[config.mk]
export PLATFORM = sky130hd
export DESIGN_NAME = level_reconstructor
export DESIGN_NICKNAME = d
export VERILOG_FILES = /design/src/rtl/level_reconstructor.sv
export SDC_FILE = /design/constraint.sdc
export NUM_CORES = 1
export LEC_CHECK = 0
export BUFFER_PORTS_ARGS = -buffer_cell sky130_fd_sc_hd__buf_2
export CORE_MARGIN = 1.5
export CORE_UTILIZATION = 44
export DETAILED_ROUTE_END_ITERATION = 10
export PLACE_DENSITY = 0.68
export SETUP_SLACK_MARGIN = 0.05
export SLEW_MARGIN = 25
export SYNTH_ARGS = -nofsm -noshare
export SYNTH_HDL_FRONTEND = slang
export SYNTH_SLANG_ARGS = --single-unit
export TNS_END_PERCENT = 5
[constraint.sdc]
create_clock -name i_clk -period 1.4 [get_ports i_clk]
set_clock_uncertainty 0.05 [all_clocks]
set_input_delay 0.07 -clock i_clk [delete_from_list [all_inputs] [get_ports i_clk]]
set_output_delay 0.07 -clock i_clk [all_outputs]
set_load 0.02 [all_outputs]
[src/rtl/level_reconstructor.sv]
// Rebuilds a signal level from tick-qualified edge pulses, rejecting edges closer than MIN_GAP ticks.
// Define LEVEL_RECON_CNT_EN to compile in the saturating accepted-edge counter; otherwise o_edge_cnt is 0.
module level_reconstructor #(
    parameter int unsigned MIN_GAP = 4,
    parameter int unsigned CNT_W   = 8
) (
    input  logic             i_clk,
    input  logic             i_rst,
    input  logic             i_tick,
    input  logic             i_edge,
    input  logic             i_clr_err,
    output logic             o_lvl,
    output logic             o_busy,
    output logic             o_err,
    output logic [CNT_W-1:0] o_edge_cnt
);

    localparam int unsigned GAP_W = 8;
    localparam logic [GAP_W-1:0] GAP_INIT = GAP_W'(MIN_GAP - 1);

    typedef enum logic [1:0] {
        LOW       = 2'd0,
        LOW_HOLD  = 2'd1,
        HIGH      = 2'd2,
        HIGH_HOLD = 2'd3
    } state_t;

    state_t           state;
    state_t           state_nxt;
    logic [GAP_W-1:0] gap;
    logic [GAP_W-1:0] gap_nxt;
    logic             lvl_nxt;
    logic             busy_nxt;
    logic             err_nxt;

    // Next-state, hold countdown and sticky error; a reject's set wins over a same-cycle clear
    always_comb begin
        state_nxt = state;
        gap_nxt   = gap;
        err_nxt   = o_err;
        if (i_clr_err) begin
            err_nxt = 1'b0;
        end
        if (i_tick) begin
            case (state)
                LOW: begin
                    if (i_edge) begin
                        gap_nxt   = GAP_INIT;
                        state_nxt = (MIN_GAP > 1) ? HIGH_HOLD : HIGH;
                    end
                end
                HIGH: begin
                    if (i_edge) begin
                        gap_nxt   = GAP_INIT;
                        state_nxt = (MIN_GAP > 1) ? LOW_HOLD : LOW;
                    end
                end
                LOW_HOLD, HIGH_HOLD: begin
                    if (i_edge) begin
                        err_nxt = 1'b1;
                    end
                    gap_nxt = gap - GAP_W'(1);
                    if (gap == GAP_W'(1)) begin
                        state_nxt = (state == LOW_HOLD) ? LOW : HIGH;
                    end
                end
                default: state_nxt = LOW;
            endcase
        end
        lvl_nxt  = (state_nxt == HIGH) || (state_nxt == HIGH_HOLD);
        busy_nxt = (state_nxt == LOW_HOLD) || (state_nxt == HIGH_HOLD);
    end

    always_ff @(posedge i_clk) begin
        if (i_rst) begin
            state  <= LOW;
            gap    <= '0;
            o_lvl  <= 1'b0;
            o_busy <= 1'b0;
            o_err  <= 1'b0;
        end else begin
            state  <= state_nxt;
            gap    <= gap_nxt;
            o_lvl  <= lvl_nxt;
            o_busy <= busy_nxt;
            o_err  <= err_nxt;
        end
    end

`ifdef LEVEL_RECON_CNT_EN
    logic             accept;
    logic [CNT_W-1:0] cnt_nxt;

    // Saturating tally of accepted edges
    always_comb begin
        accept  = i_tick && i_edge && ((state == LOW) || (state == HIGH));
        cnt_nxt = o_edge_cnt;
        if (accept && (o_edge_cnt != {CNT_W{1'b1}})) begin
            cnt_nxt = o_edge_cnt + CNT_W'(1);
        end
    end

    always_ff @(posedge i_clk) begin
        if (i_rst) begin
            o_edge_cnt <= '0;
        end else begin
            o_edge_cnt <= cnt_nxt;
        end
    end
`else
    assign o_edge_cnt = '0;
`endif

endmodule

* Word level (Yosys, flattened, before mapping)
Index checks and enable logic that the tools add are counted. Widths: inputs -> output; s select.
Operators by class: eq/ne operators 8, $add $sub $neg 1, reduce and logical (&&, ||, !) cells 6, muxes and demuxes 12
Operators by type and width (count):
- $pmux 8 s2 | 1
- $mux 2 | 5
- $eq 2x2->1 const B | 4
- $eq 8x1->1 const B | 1
- $mux 8 | 1
- $sub 8x1->8 const B | 1
- $pmux 2 s3 | 1
- $eq 2x1->1 const B | 2
- $mux 1 | 4
- $reduce_or 2->1 | 2
- $logic_not 2->1 | 1
- $logic_or 1x1->1 | 2
- $ne 2x1->1 const B | 1
- $reduce_and 2->1 | 1
Storage, ports and cells: input port bits 5, output and inout port bits 11, logic and storage cells 32, bits in registers 13

* Depth between registers and ports, before layout
depth in word-level cells 7, mapped depth 5, depth with buffers taken out 5

* Worst setup path after synthesis
No wires, ideal clock.
kind register -> register, start point register, netlist name o_busy, end point register gap[7], slack -0.162 ns, arrival 1.442 ns, period minus slack after synthesis 1.562 ns, setup time 0.070 ns, cell stages (with the launch flop) 5, buffers on the path 1, required time 1.280 ns, cell sequence dfxtp_1 > buf_2 > o21ai_1 > or4_1 > a21oi_1
RTL lines:
- end signal: assignment | RTL line 83 | gap <= gap_nxt;
- end: declaration | RTL line 30 | logic [GAP_W-1:0] gap;

* Worst setup path after layout
start point register gap[2], end point register gap[6]
On the way: longest elaborated chain between the ends 2
RTL lines:
- $sub 8x1->8 | RTL line 62 | gap_nxt = gap - GAP_W'(1);
- $pmux 8 s2 | RTL line 45 | case (state)
No other way between the ends. A chain may end at the register's enable or synchronous reset.

==> out/qor.yml <==
pwr:
  p_clk_share_pct: 25.3
  power.internal_uw: 568
  p_per_area_nw_per_um2: 1030
  p_sw_share_pct: 29.3
  pwr-share-seq_pct: 48.1
  leakagePower_nw: 0.334
  comb_power_share_pct: 26.6
  p_switching_uw: 236
  ir_drop_mv: 0.580
synthesis:
  ys_async_sr_fraction_pct: 0
  synth.cell_area_um2: 622
  ys_types: 27
  yosys.area.top_type: "dfxtp_1"
  ys.flop_type: "dfxtp_1"
  synthCells: 72
  synth_edf_count: 0
  ys_ff_latch: 12
  ys_seq_area_share_pct: 38.6
  muxShareOfSynthArea_pct: 0
  synthSimpleGateAreaFrac_pct: 23.5
  yosys.area_share.adder_pct: 4.02
  ys_top_cells_by_count: "dfxtp_1, a21oi_1, buf_4"
  synth_area_leaders: "dfxtp_1, buf_4, a21oi_1"
  synth-xor-area-share_pct: 1.41
  synth_compound_area_share_pct: 18.1
  yosysMostFrequentCell: "dfxtp_1"
  syn_area_per_cell_um2: 8.64
  synth_top_family_by_area: "simple AND/OR/NAND/NOR gates"
  ys.warnings.count: 0
  synth_top_area_share_pct: 38.6
min_path:
  min_from: "i_clr_err"
  hold_path_depth: 3
  min_to: "o_err$_SDFF_PP0_"
  hold_class: "in2reg"
drt:
  drc_errors: 0
  wl_per_cell_um: 12.5
  viasPerCell: 5.44
  vias: 566
  drtIter0Drc: 7
  wl_um: 1300
  drtAntennaViolNets: 0
  drtPass1Iterations: 4
die:
  dieWidth_um: 40.6
  row_count: 13
  dieHeight_um: 40.6
  dieArea_um2: 1650
  initial_core_util_pct: 47.8
  core_region_area_um2: 1300
  pin_count: 16
global_routing:
  grt_pass1_wl_um: 1990
  grt-ovfl-total: 0
  antenna_found_initial: 0
  grtUsageTotal_pct: 18.5
  first_global_vias: 482
  grt_max_degree: 10
setup_path:
  worstReg2RegStart: "gap[2]$_SDFFE_PP0P_"
  cp.arrival_ps: 1690
  path_max_fanout: 4
  r2r_slack_ps: -140
  critPathKind: "reg2reg"
  required_ps: 1550
  regToRegEndpoint: "gap[6]$_SDFFE_PP0P_"
  rr_worst_depth: 3
  cp-start-kind: "flop"
  cp-end-kind: "flop"
clock_tree:
  cts_tree: "yes"
  clk_pin_slew_ps: 70
  ctsRootBufferMaster: "clkbuf_4"
  cts_buffer_depth: 2
  htreeDepth: 1
  cts_buffers: 3
  cts_sinks: 12
  clk_latency_ps: 270
  cts_setup_buffers: 0
timing:
  fin_crit_sh_pct: 110
  hold_viol_final: 0
  setup_viol: 4
  rsz0062_at_grt: "true"
  finalMaxSlewViolations: 0
  fin_crit_ps: 1540
  tns_ps: -419
  setup_slack_ps: -142
  worst_hold_slack_ps: 16.7
  timing.fmax_ghz: 0.648
layout:
  finish.utilization_pct: 59.8
  nets: 98
  n_antenna_cell: 0
  syn2layout_area_growth_pct: 25.2
  drive_above_1_share_pct: 33.7
  layout.cells.non_filler: 104
run:
  drv_cap: 0
run_status:
  outcome: "finished with violations"
  failed_checks: "negative setup slack"
placed_design:
  gp_congestion: 0.749
  dpl.cell_count: 100
  hpwl_um: 921
  dp_worst_setup_slack_ps: -111
  portBuffers: 7
## cells in the final DEF, fill, tap and decap left out, types with 2 or more instances in the layout
master	netlist	final
a21oi_1	8	7
a311oi_1	2	2
buf_2	2	7
buf_4	8	10
clkbuf_4	0	3
conb_1	1	8
dfxtp_1	12	10
dfxtp_2	0	2
inv_1	3	2
nand2b_1	2	2
nand4b_1	2	2
nor2_1	6	6
o21ai_0	2	2
o31ai_1	2	2
or3_1	2	2
or4_1	4	2
or4_4	0	2
## sequential cells by signal (all words and copies together) (netlist names)
register,flops
gap,8
state,1
o_busy,1
o_err,1
o_lvl,1
## worst max-delay path, stage by stage (launching register included)
cell and delay, ps:
dfxtp_2 330, or4_4 530, or4_1 420, a21oi_2 140
## how the worst max path moves through the flow
stage,startpoint,endpoint,depth (start not counted)
after floorplan,gap[2]$_SDFFE_PP0P_,gap[6]$_SDFFE_PP0P_,3
after global placement,gap[2]$_SDFFE_PP0P_,gap[6]$_SDFFE_PP0P_,3
after detailed placement,gap[2]$_SDFFE_PP0P_,gap[6]$_SDFFE_PP0P_,3
after CTS,gap[2]$_SDFFE_PP0P_,gap[6]$_SDFFE_PP0P_,3
after global routing,gap[2]$_SDFFE_PP0P_,gap[6]$_SDFFE_PP0P_,3
final,gap[2]$_SDFFE_PP0P_,gap[6]$_SDFFE_PP0P_,3
## metal layers
| layer | vias to the layer above | global-route usage, % | routed length, um |
|---|---|---|---|
| met3 | 2 | 5.00 | 41 |
| met5 | - | 0 | 0 |
| met2 | 10 | 29.0 | 678 |
| met4 | 0 | 7.50 | 19 |
| li1 | 281 | - | - |
| met1 | 273 | 23.5 | 559 |
## power groups by stage
stage	Sequential, mW	Combinational [mW]	Clock [mW]
6_report	0.387	0.214	0.203
4_1_cts	0.385	0.197	0.210
3_3_place_gp	0.392	0.190	0
3_5_place_dp	0.393	0.192	0
5_1_grt	0.391	0.238	0.225
2_1_floorplan	0.397	0.133	0
## stage by stage
stage,area [um2],total power [mW]
finish,778,0.804
global route,778,0.854
CTS,751,0.792
detailed placement,713,0.585
global placement,713,0.582
floorplan,658,0.530
## cell type report
type	instances	area (um2)
fillers	126	523
multi-input cells	53	363
flip-flops and latches	12	243
repair buffers	18	120
clock buffers	3	22.5
well taps	15	18.8
inverters	3	11.3
## logic make-up (layout without fill, tap and decap cells)
| logic type | after synthesis | after routing |
|---|---|---|
| and+or+nand+nor | 24 | 24 |
| AOI/OAI and AO/OA | 18 | 18 |
| buffers and inverters | 14 | 24 |
| DFF | 12 | 12 |
| adders and majority gates | 2 | 2 |
| other | 1 | 8 |
| xor gates and xnor gates | 1 | 1 |
## repair_timing
item / in CTS / in global routing
setup endpoints to repair: 6 / 6
hold buffers: 1 / 0
endpoints found under the hold margin: 2 / 0
gates resized for setup: 1 / 6
(Power assumes the default switching activity.)
